==> src/rtl/mem_pkg.sv <==
// mem_pkg: shared funct3 encodings, FSM state type and width helpers for the MEM stage.
`default_nettype none

package mem_pkg;

   localparam logic [2:0] F3_LB  = 3'b000;
   localparam logic [2:0] F3_LH  = 3'b001;
   localparam logic [2:0] F3_LW  = 3'b010;
   localparam logic [2:0] F3_LD  = 3'b011;
   localparam logic [2:0] F3_LBU = 3'b100;
   localparam logic [2:0] F3_LHU = 3'b101;
   localparam logic [2:0] F3_LWU = 3'b110;

   typedef enum logic [1:0] {
      S_IDLE     = 2'd0,
      S_REQ      = 2'd1,
      S_WAIT_RSP = 2'd2
   } state_e;

   localparam int BE_W_DEFAULT = 4;

   function automatic int be_width(input int xlen);
      return xlen / 8;
   endfunction

   // Double-word accesses do not exist on a 32-bit datapath; they degrade to word.
   function automatic logic [1:0] eff_size(input logic [1:0] sz, input int xlen);
      return (xlen == 32 && sz == 2'b11) ? 2'b10 : sz;
   endfunction

endpackage

`default_nettype wire

==> src/rtl/mem_access_stage_if.sv <==
// mem_access_stage_if: data-memory request/response channel between the MEM stage and memory.
`default_nettype none

interface mem_access_stage_if
   import mem_pkg::*;
#(
   parameter int XLEN = 32
);
   localparam int BE_W = be_width(XLEN);

   logic            req_valid;
   logic            req_ready;
   logic            we;
   logic [XLEN-1:0] addr;
   logic [XLEN-1:0] wdata;
   logic [BE_W-1:0] be;
   logic            rsp_valid;
   logic [XLEN-1:0] rdata;

   modport master (
      output req_valid, we, addr, wdata, be,
      input  req_ready, rsp_valid, rdata
   );

   modport slave (
      input  req_valid, we, addr, wdata, be,
      output req_ready, rsp_valid, rdata
   );

endinterface

`default_nettype wire

==> src/rtl/mem_access_stage_load_align.sv <==
// load_align: picks the addressed lane out of a load word and sign/zero-extends it.
`default_nettype none

module load_align
   import mem_pkg::*;
#(
   parameter int XLEN   = 32,
   parameter int LANE_W = $clog2(XLEN/8)
) (
   input  logic [XLEN-1:0]   rdata_i,
   input  logic [LANE_W-1:0] lane_i,
   input  logic [2:0]        funct3_i,
   output logic [XLEN-1:0]   data_o
);

   logic [XLEN-1:0] sh;
   logic [XLEN-1:0] mask;
   logic            sgn;
   logic [1:0]      sz;

   always_comb begin
      sz   = eff_size(funct3_i[1:0], XLEN);
      sh   = rdata_i >> {lane_i, 3'b000};
      mask = '1;
      sgn  = 1'b0;
      case (sz)
         2'b00:   begin mask = XLEN'(64'hFF);        sgn = sh[7];  end
         2'b01:   begin mask = XLEN'(64'hFFFF);      sgn = sh[15]; end
         2'b10:   begin mask = XLEN'(64'hFFFF_FFFF); sgn = sh[31]; end
         default: ;
      endcase
      // funct3[2] selects the unsigned variants
      sgn    = sgn & ~funct3_i[2];
      data_o = (sh & mask) | ({XLEN{sgn}} & ~mask);
   end

endmodule

`default_nettype wire

==> src/rtl/mem_access_stage.sv <==
// mem_access_stage: pipeline MEM stage with sub-word loads/stores and memory-latency stall.
// Optional MEM_MISALIGN_TRAP_EN: misaligned accesses fault instead of being silently aligned.
`default_nettype none

module mem_access_stage
   import mem_pkg::*;
#(
   parameter int XLEN = 32,
   parameter int RA_W = 5
) (
   input  logic              clk,
   input  logic              rst_n,
   input  logic              in_valid,
   input  logic [XLEN-1:0]   alu_result_in,
   input  logic [XLEN-1:0]   rs2_data_in,
   input  logic [RA_W-1:0]   rd_addr_in,
   input  logic [XLEN-1:0]   pc_plus_4_in,
   input  logic [2:0]        funct3_in,
   input  logic              mem_read_in,
   input  logic              mem_write_in,
   input  logic              reg_write_in,
   input  logic              mem_to_reg_in,
   output logic              stall_out,
   mem_access_stage_if.master dmem,
   output logic              out_valid,
   output logic [XLEN-1:0]   alu_result_out,
   output logic [XLEN-1:0]   read_data_out,
   output logic [RA_W-1:0]   rd_addr_out,
   output logic [XLEN-1:0]   pc_plus_4_out,
   output logic              reg_write_out,
   output logic              mem_to_reg_out
`ifdef MEM_MISALIGN_TRAP_EN
   ,
   output logic              misalign_fault_out
`endif
);

   localparam int BE_W   = be_width(XLEN);
   localparam int LANE_W = $clog2(XLEN/8);

   function automatic logic [LANE_W-1:0] align_lane(input logic [LANE_W-1:0] lane,
                                                    input logic [1:0] sz);
      logic [LANE_W-1:0] m;
      m = LANE_W'((1 << sz) - 1);
      return lane & ~m;
   endfunction

   state_e            state_q, state_d;
   logic [XLEN-1:0]   addr_q, addr_d, wdata_q, wdata_d, pc_q, pc_d;
   logic [RA_W-1:0]   rd_q, rd_d;
   logic [2:0]        f3_q, f3_d;
   logic              store_q, store_d, rw_q, rw_d, m2r_q, m2r_d;
   logic              ov_q, ov_d, rwo_q, rwo_d, m2ro_q, m2ro_d;
   logic [XLEN-1:0]   alu_o_q, alu_o_d, rd_data_q, rd_data_d, pc_o_q, pc_o_d;
   logic [RA_W-1:0]   rd_o_q, rd_o_d;

   logic [1:0]        sz;
   logic [LANE_W-1:0] lane;
   logic [BE_W-1:0]   be_base;
   logic [XLEN-1:0]   wdata_rep;
   logic [XLEN-1:0]   load_data;
   logic              in_mem;
   logic              trap_hit;
   logic              req;

   assign sz     = eff_size(f3_q[1:0], XLEN);
   assign lane   = align_lane(addr_q[LANE_W-1:0], sz);
   assign in_mem = mem_read_in | mem_write_in;
   assign req    = (state_q == S_REQ);

`ifdef MEM_MISALIGN_TRAP_EN
   logic [1:0] in_sz;
   logic       fault_q;
   assign in_sz    = eff_size(funct3_in[1:0], XLEN);
   assign trap_hit = alu_result_in[LANE_W-1:0] != align_lane(alu_result_in[LANE_W-1:0], in_sz);

   always_ff @(posedge clk or negedge rst_n) begin
      if (!rst_n) fault_q <= 1'b0;
      else        fault_q <= (state_q == S_IDLE) && in_valid && in_mem && trap_hit;
   end
   assign misalign_fault_out = fault_q;
`else
   assign trap_hit = 1'b0;
`endif

   always_comb begin
      be_base = '1;
      wdata_rep = wdata_q;
      case (sz)
         2'b00:   begin be_base = BE_W'(1);  wdata_rep = {(XLEN/8){wdata_q[7:0]}};   end
         2'b01:   begin be_base = BE_W'(3);  wdata_rep = {(XLEN/16){wdata_q[15:0]}}; end
         2'b10:   begin be_base = BE_W'(15); wdata_rep = {(XLEN/32){wdata_q[31:0]}}; end
         default: ;
      endcase
   end

   load_align #(.XLEN(XLEN), .LANE_W(LANE_W)) u_load_align (
      .rdata_i  (dmem.rdata),
      .lane_i   (lane),
      .funct3_i (f3_q),
      .data_o   (load_data)
   );

   // Request fields are forced to zero outside REQ so reset and idle show a quiet bus.
   assign dmem.req_valid = req;
   assign dmem.we        = req & store_q;
   assign dmem.addr      = req ? {addr_q[XLEN-1:LANE_W], {LANE_W{1'b0}}} : '0;
   assign dmem.wdata     = req ? wdata_rep : '0;
   assign dmem.be        = req ? (be_base << lane) : '0;
   assign stall_out      = (state_q != S_IDLE);

   always_comb begin
      state_d = state_q;
      addr_d = addr_q;   wdata_d = wdata_q; pc_d = pc_q; rd_d = rd_q; f3_d = f3_q;
      store_d = store_q; rw_d = rw_q;       m2r_d = m2r_q;
      ov_d = 1'b0;       rwo_d = 1'b0;
      alu_o_d = alu_o_q; rd_data_d = rd_data_q; pc_o_d = pc_o_q; rd_o_d = rd_o_q; m2ro_d = m2ro_q;
      case (state_q)
         S_IDLE: begin
            if (in_valid && (!in_mem || trap_hit)) begin
               ov_d      = 1'b1;
               rwo_d     = reg_write_in & ~in_mem;
               alu_o_d   = alu_result_in;
               rd_data_d = '0;
               pc_o_d    = pc_plus_4_in;
               rd_o_d    = rd_addr_in;
               m2ro_d    = mem_to_reg_in;
            end else if (in_valid) begin
               addr_d  = alu_result_in;  wdata_d = rs2_data_in;  pc_d = pc_plus_4_in;
               rd_d    = rd_addr_in;     f3_d    = funct3_in;    store_d = mem_write_in;
               rw_d    = reg_write_in;   m2r_d   = mem_to_reg_in;
               state_d = S_REQ;
            end
         end
         S_REQ: begin
            if (dmem.req_ready) begin
               state_d = store_q ? S_IDLE : S_WAIT_RSP;
               if (store_q) begin
                  ov_d = 1'b1; rwo_d = rw_q; alu_o_d = addr_q; rd_data_d = '0;
                  pc_o_d = pc_q; rd_o_d = rd_q; m2ro_d = m2r_q;
               end
            end
         end
         S_WAIT_RSP: begin
            if (dmem.rsp_valid) begin
               state_d = S_IDLE;
               ov_d = 1'b1; rwo_d = rw_q; alu_o_d = addr_q; rd_data_d = load_data;
               pc_o_d = pc_q; rd_o_d = rd_q; m2ro_d = m2r_q;
            end
         end
         default: state_d = S_IDLE;
      endcase
   end

   always_ff @(posedge clk or negedge rst_n) begin
      if (!rst_n) begin
         state_q <= S_IDLE;
         addr_q <= '0; wdata_q <= '0; pc_q <= '0; rd_q <= '0; f3_q <= '0;
         store_q <= 1'b0; rw_q <= 1'b0; m2r_q <= 1'b0;
         ov_q <= 1'b0; rwo_q <= 1'b0; m2ro_q <= 1'b0;
         alu_o_q <= '0; rd_data_q <= '0; pc_o_q <= '0; rd_o_q <= '0;
      end else begin
         state_q <= state_d;
         addr_q <= addr_d; wdata_q <= wdata_d; pc_q <= pc_d; rd_q <= rd_d; f3_q <= f3_d;
         store_q <= store_d; rw_q <= rw_d; m2r_q <= m2r_d;
         ov_q <= ov_d; rwo_q <= rwo_d; m2ro_q <= m2ro_d;
         alu_o_q <= alu_o_d; rd_data_q <= rd_data_d; pc_o_q <= pc_o_d; rd_o_q <= rd_o_d;
      end
   end

   assign out_valid      = ov_q;
   assign alu_result_out = alu_o_q;
   assign read_data_out  = rd_data_q;
   assign rd_addr_out    = rd_o_q;
   assign pc_plus_4_out  = pc_o_q;
   assign reg_write_out  = rwo_q;
   assign mem_to_reg_out = m2ro_q;

endmodule

`default_nettype wire

==> src/flat_wrapper.sv <==
// flat-port wrapper written by rule: the top's interface ports become plain ports
module mem_access_stage_flat import mem_pkg::*;
#(
   parameter int XLEN = 32,
   parameter int RA_W = 5
)
  (clk, rst_n, in_valid, alu_result_in, rs2_data_in, rd_addr_in, pc_plus_4_in, funct3_in, mem_read_in, mem_write_in, reg_write_in, mem_to_reg_in, stall_out, out_valid, alu_result_out, read_data_out, rd_addr_out, pc_plus_4_out, reg_write_out, mem_to_reg_out, dmem_req_valid, dmem_we, dmem_addr, dmem_wdata, dmem_be, dmem_req_ready, dmem_rsp_valid, dmem_rdata);
  mem_access_stage_if #(.XLEN(XLEN)) dmem_i ();
  input  logic clk;
  input  logic rst_n;
  input  logic in_valid;
  input  logic [XLEN-1:0] alu_result_in;
  input  logic [XLEN-1:0] rs2_data_in;
  input  logic [RA_W-1:0] rd_addr_in;
  input  logic [XLEN-1:0] pc_plus_4_in;
  input  logic [2:0] funct3_in;
  input  logic mem_read_in;
  input  logic mem_write_in;
  input  logic reg_write_in;
  input  logic mem_to_reg_in;
  output logic stall_out;
  output logic out_valid;
  output logic [XLEN-1:0] alu_result_out;
  output logic [XLEN-1:0] read_data_out;
  output logic [RA_W-1:0] rd_addr_out;
  output logic [XLEN-1:0] pc_plus_4_out;
  output logic reg_write_out;
  output logic mem_to_reg_out;
  output wire logic [$bits(dmem_i.req_valid)-1:0] dmem_req_valid;
  output wire logic [$bits(dmem_i.we)-1:0] dmem_we;
  output wire logic [$bits(dmem_i.addr)-1:0] dmem_addr;
  output wire logic [$bits(dmem_i.wdata)-1:0] dmem_wdata;
  output wire logic [$bits(dmem_i.be)-1:0] dmem_be;
  input wire logic [$bits(dmem_i.req_ready)-1:0] dmem_req_ready;
  input wire logic [$bits(dmem_i.rsp_valid)-1:0] dmem_rsp_valid;
  input wire logic [$bits(dmem_i.rdata)-1:0] dmem_rdata;
  assign dmem_req_valid = dmem_i.req_valid;
  assign dmem_we = dmem_i.we;
  assign dmem_addr = dmem_i.addr;
  assign dmem_wdata = dmem_i.wdata;
  assign dmem_be = dmem_i.be;
  assign dmem_i.req_ready = dmem_req_ready;
  assign dmem_i.rsp_valid = dmem_rsp_valid;
  assign dmem_i.rdata = dmem_rdata;
  mem_access_stage #(.XLEN(XLEN), .RA_W(RA_W)) u_core (.clk(clk), .rst_n(rst_n), .in_valid(in_valid), .alu_result_in(alu_result_in), .rs2_data_in(rs2_data_in), .rd_addr_in(rd_addr_in), .pc_plus_4_in(pc_plus_4_in), .funct3_in(funct3_in), .mem_read_in(mem_read_in), .mem_write_in(mem_write_in), .reg_write_in(reg_write_in), .mem_to_reg_in(mem_to_reg_in), .stall_out(stall_out), .dmem(dmem_i), .out_valid(out_valid), .alu_result_out(alu_result_out), .read_data_out(read_data_out), .rd_addr_out(rd_addr_out), .pc_plus_4_out(pc_plus_4_out), .reg_write_out(reg_write_out), .mem_to_reg_out(mem_to_reg_out));
endmodule
==> config.mk <==
export PLATFORM = sky130hd
export DESIGN_NAME = mem_access_stage_flat
export DESIGN_NICKNAME = d
export VERILOG_FILES = /design/src/rtl/mem_pkg.sv /design/src/rtl/mem_access_stage_if.sv /design/src/rtl/mem_access_stage_load_align.sv /design/src/rtl/mem_access_stage.sv /design/src/flat_wrapper.sv
export SDC_FILE = /design/constraint.sdc
export NUM_CORES = 1
export LEC_CHECK = 0
export CORE_ASPECT_RATIO = 1.1
export CORE_UTILIZATION = 50
export DETAILED_ROUTE_END_ITERATION = 10
export PLACE_DENSITY = 0.86
export SKIP_CTS_REPAIR_TIMING = 1
export SLEW_MARGIN = 0
export SYNTH_ARGS = -nofsm -noshare
export SYNTH_HDL_FRONTEND = slang
export SYNTH_SLANG_ARGS = --single-unit
export TNS_END_PERCENT = 5
==> constraint.sdc <==
create_clock -name clk -period 5.3 [get_ports clk]
set_input_delay 0.53 -clock clk [delete_from_list [all_inputs] [get_ports clk]]
set_output_delay 0.53 -clock clk [all_outputs]
set_load 0.03 [all_outputs]
# Word level (Yosys, flattened, before mapping)
# Cells that the tools add are included.
# op_classes
addsub,1
eq_ne,11
shifts,3
mux,49
bitwise_logic,13
reduce_logical,9
# op_table
op,count
32-bit 2-to-1 mux,14
32-bit one-hot mux with 3 select lines,3
32-bit one-hot mux with 2 select lines,2
32-bit AND,2
32-bit inverter,1
32-bit OR,1
32-bit by 5-bit right shift with 32-bit output,1
5-bit 2-to-1 mux,4
5-bit one-hot mux with 3 select lines,1
1-bit 2-to-1 mux,12
2-bit 2-to-1 mux,6
1-bit one-hot mux with 3 select lines,4
"2-bit inequality test, second input constant",4
4-bit one-hot mux with 2 select lines,1
"2-bit equality test, second input constant",3
2-bit one-hot mux with 3 select lines,1
5-bit AND reduction,1
"2-bit by 1-bit equality test with 1-bit output, second input constant",2
2-bit logical NOT,2
4-bit 2-to-1 mux,1
"2-bit by 1-bit inequality test with 1-bit output, second input constant",2
4-bit AND reduction,1
4-bit by 2-bit << shifter with 4-bit output,1
1-bit AND,3
other kinds (11),13
# totals
regBits,213
out_inout_bits,175
word_cells,102

# Depth between registers and ports, before layout
# depth
depth_word,13
mapped_depth,9
ltp_nobuf,7

# Hierarchy
# Synthesis repeated with hierarchy kept, for this count alone.
# unflattened
hier_cells,828
area_unflattened_um2,11073.1
# modules_own_cells
module,n_inst,cells_per_inst,area_each_um2,seq_area_each_um2
mem_access_stage,1,709,10184.8,5330.1
load_align,1,119,888.4,0.0

# Worst setup path after synthesis
# Ideal clock, no wire load.
# synth_timing
path_kind,register -> output
startpoint,reg u_core.state_q[1]
endpoint,out dmem_be[2]
t_arrival_ns,1.974
required_ns,4.770
path_slack_ns,2.796
stages_incl_launch_ff,5
path_buffers,0
cell_sequence,dfrtp_1 > inv_1 > ha_1 > clkinv_1 > a211oi_1
# synth_between
elab_chain_len,2
# synth_rtl
item,line,text
start: declaration,mem_access_stage.sv:48,"state_e state_q, state_d;"
start signal: assignment,mem_access_stage.sv:163,state_q <= state_d;
2-bit by 1-bit equality test with 1-bit output,mem_access_stage.sv:69,assign req = (state_q == S_REQ);
net dmem_req_valid,flat_wrapper.sv:29,output wire logic [$bits(dmem_i.req_valid)-1:0] dmem_req_valid;
4-bit 2-to-1 mux,mem_access_stage.sv:109,assign dmem.be = req ? (be_base << lane) : '0;
end: declaration,flat_wrapper.sv:33,output wire logic [$bits(dmem_i.be)-1:0] dmem_be;
# The timed path passes the listed nets, and every way through them passes these cells.

# Worst setup path after layout
# layout_timing
startpoint,reg u_core.state_q[1]
endpoint,out dmem_be[2]
# layout_between
elab_chain_len,2
# layout_rtl
item,line
2-bit by 1-bit equality test with 1-bit output,mem_access_stage.sv:69
4-bit 2-to-1 mux,mem_access_stage.sv:109
# Every way passes these cells.

==> results.cfg <==
[outcome]
status = finished, final reports clean

[sta]
grt_setup_unrepaired = no
worst_pin_slew_ns = 1.35
tns_ns = 0
setup_viol = 0
fin_skew_ns = 0.00829
max_freq_ghz = 0.263
finalCriticalPeriod_ns = 3.81
relSlewSlack_pct = 9.82
fin_crit_sh_pct = 71.9
whs_ns = 0.0112
slew_viol_final = 0
hold_viol_final = 0

[floorplanning]
num_rows = 53
ios = 320
die_w_um = 136
core_area_sq_um = 19200
die_y_um = 149
start_util_pct = 51.3
dieArea_sq_um = 20300

[setup_path]
startpoint_type = flop
cpMaxStageDelayCell = clkdlybuf4s50_1
path_buf_inv = 3
path_max_fanout = 28
worstSetupPathType = reg2out
crit_family = buffers and inverters
cpPeakStageDelay_ns = 0.77
critPathCaptureType = output port
path_cells = inv_1 -> ha_1 -> clkinv_1 -> a211oi_1 -> clkdlybuf4s50_1
crit_required_ns = 4.77
arrival_ns = 3.28

[synth]
synth-seq-cells = 213
ys_top_cells_by_area = dfrtp_1 54%, mux2_2 12%, mux2i_1 8.7%
syn_inst = 858
synthArstFlopShare_pct = 100
ys.flop_type = dfrtp_1
yosysMostFrequentCell = dfrtp_1
ys_warn_count = 0
netlist_area_sq_um = 9870
syn_avg_cell_area_sq_um = 11.5
yosys-top-cells-count = 213 x dfrtp_1, 107 x mux2_2, 105 x nand2_1
ys_seq_area_share_pct = 54.0
yosysTopAreaCell = dfrtp_1
synth_edf_count = 0
synth_cell_types = 45
yosysTopAreaCellShare_pct = 54.0

[min_path]
worstHoldPathType = in2async

[route]
drtIter0Drc = 450
routed_wl_um = 28100
vias = 7866
first_pass_iters = 5
routed_via_density = 5.57
remaining_drc_errors = 0
drtAntennaViolNets = 0
routedWlPerCell_um = 19.9

[clocking]
clock_latency_ns = 0.51
htreeDepth = 1
cts_root_buf = clkbuf_16
cts_buffers = 23
cts_tree = done
cts_num_sinks = 213
cts_buffer_depth = 3
cts.clk_slew.worst_paths_ns = 0.06

[pwr]
leakage_nw = 6.00
p_sw_mw = 4.40
p_sw_share_pct = 43.2
pwr-share-comb_pct = 55.5
clkPwrFrac_pct = 15.5
power_density_nw_per_um2 = 732
ir_drop_mv = 0.510
power.internal_mw = 5.79
p_seq_share_pct = 29.0

[grt]
antenna_found_initial = 0
grt_pass1_wl_um = 43600
grt_use_total_pct = 27.8
grt_max_degree = 119
grt_pass1_vias = 8139
grt-ovfl-total = 0

[place]
hpwlAfterDp_um = 19400
port_buffers = 317
place_congestion = 0.859

[cells_and_area]
diodes = 0
final_nets = 1298
drive_gt1_share_pct = 14.9
area_growth_pct = 41.0

[run]
drv_cap = 0
[cell families after synthesis]
group / share of synthesized area (%)
and+or+nand+nor: 10.9
DFF: 54.0
muxes: 22.7
AOI/OAI and AO/OA: 8.55
buffers and inverters: 3.36
adders and majority gates: 0.507
other: 0.0380
[power groups by stage]
stage	registers (mW)	clock network [mW]	logic, mW
finish	2.95	1.58	5.65
global route	3.05	1.67	6.06
CTS	2.95	1.61	5.70
detailed placement	2.97	0	5.68
global placement	2.92	0	5.55
floorplan	3.53	0	3.07
[cell type report]
class                   instances  area (sq um)
clock inverters                 4          27.5
multi-input cells             577          4240
fillers                      1447          5310
inverters                       8          30.0
repair buffers                326          3260
clock buffers                  36           724
well taps                     247           309
flip-flops and latches        213          5330
[per-stage QoR]
| step | area, sq um | util, % | worst slack (ns) | total power [mW] | std cells |
|---|---|---|---|---|---|
| 5_1_grt | 13900 | 72.4 | 1.31 | 10.8 | 1411 |
| 2_1_floorplan | 9880 | - | 2.80 | 6.60 | 859 |
| 3_3_place_gp | 13200 | 68.5 | 2.04 | 8.47 | 1371 |
| 6_report | 13900 | 72.4 | 1.49 | 10.2 | 1411 |
| 4_1_cts | 13900 | 72.4 | 1.46 | 10.3 | 1411 |
| 3_5_place_dp | 13200 | 68.5 | 2.00 | 8.65 | 1371 |
[cell usage in the layout, fill, tap and decap left out, types with 2 or more instances in the layout]
master / Yosys / routed
clkdlybuf4s50_1: 0 / 316
dfrtp_1: 213 / 213
mux2_2: 107 / 107
nand2_1: 105 / 105
mux2i_1: 86 / 86
o21ai_0: 85 / 85
and2_1: 39 / 39
nand3_1: 39 / 39
nor2_1: 33 / 33
a21oi_1: 26 / 26
clkbuf_16: 0 / 23
clkbuf_8: 0 / 10
a22o_1: 8 / 8
o22a_1: 8 / 8
buf_4: 4 / 8
inv_1: 7 / 7
mux4_2: 7 / 7
and3_1: 3 / 3
ha_1: 4 / 3
clkbuf_1: 36 / 3
a211oi_1: 2 / 2
conb_1: 1 / 2
inv_6: 0 / 2
clkinv_2: 0 / 2
[registers in the layout, summed over array words and instances, names as in the netlist]
name and count:
u_core.rd_addr_out 5, u_core.m2r_q 1, u_core.store_q 1, u_core.addr_q 32, u_core.out_valid 1, u_core.f3_q 3
u_core.pc_q 32, u_core.reg_write_out 1, u_core.rw_q 1, u_core.rd_q 5, u_core.mem_to_reg_out 1, u_core.alu_result_out 32
u_core.read_data_out 32, u_core.state_q 2, u_core.wdata_q 32, u_core.pc_plus_4_out 32
[worst paths after layout]
| path | startpoint | end | slack (ns) | cells past startpoint |
|---|---|---|---|---|
| max | u_core.state_q[1] | dmem_be[2] | 1.49 | 5 |
| min | rst_n | u_core.pc_plus_4_out[6] | 0.01 | 1 |
| max reg2reg | u_core.state_q[1] | u_core.read_data_out[22] | 2.31 | 8 |
| min reg2reg | u_core.alu_result_out[10] | u_core.alu_result_out[10] | 0.48 | 2 |
| max in group asynchronous | rst_n | u_core.pc_q[11] | 4.09 | 2 |
| min in group clk | u_core.alu_result_out[10] | u_core.alu_result_out[10] | 0.48 | 2 |
[metal layers]
layer | global-route usage, % | wire length (um)
met1 | 33.0 | 10600
met2 | 47.4 | 14000
met3 | 7.31 | 2470
met4 | 12.0 | 1010
met5 | 0 | 0
Note: power is estimated with default switching activity, not from simulation.
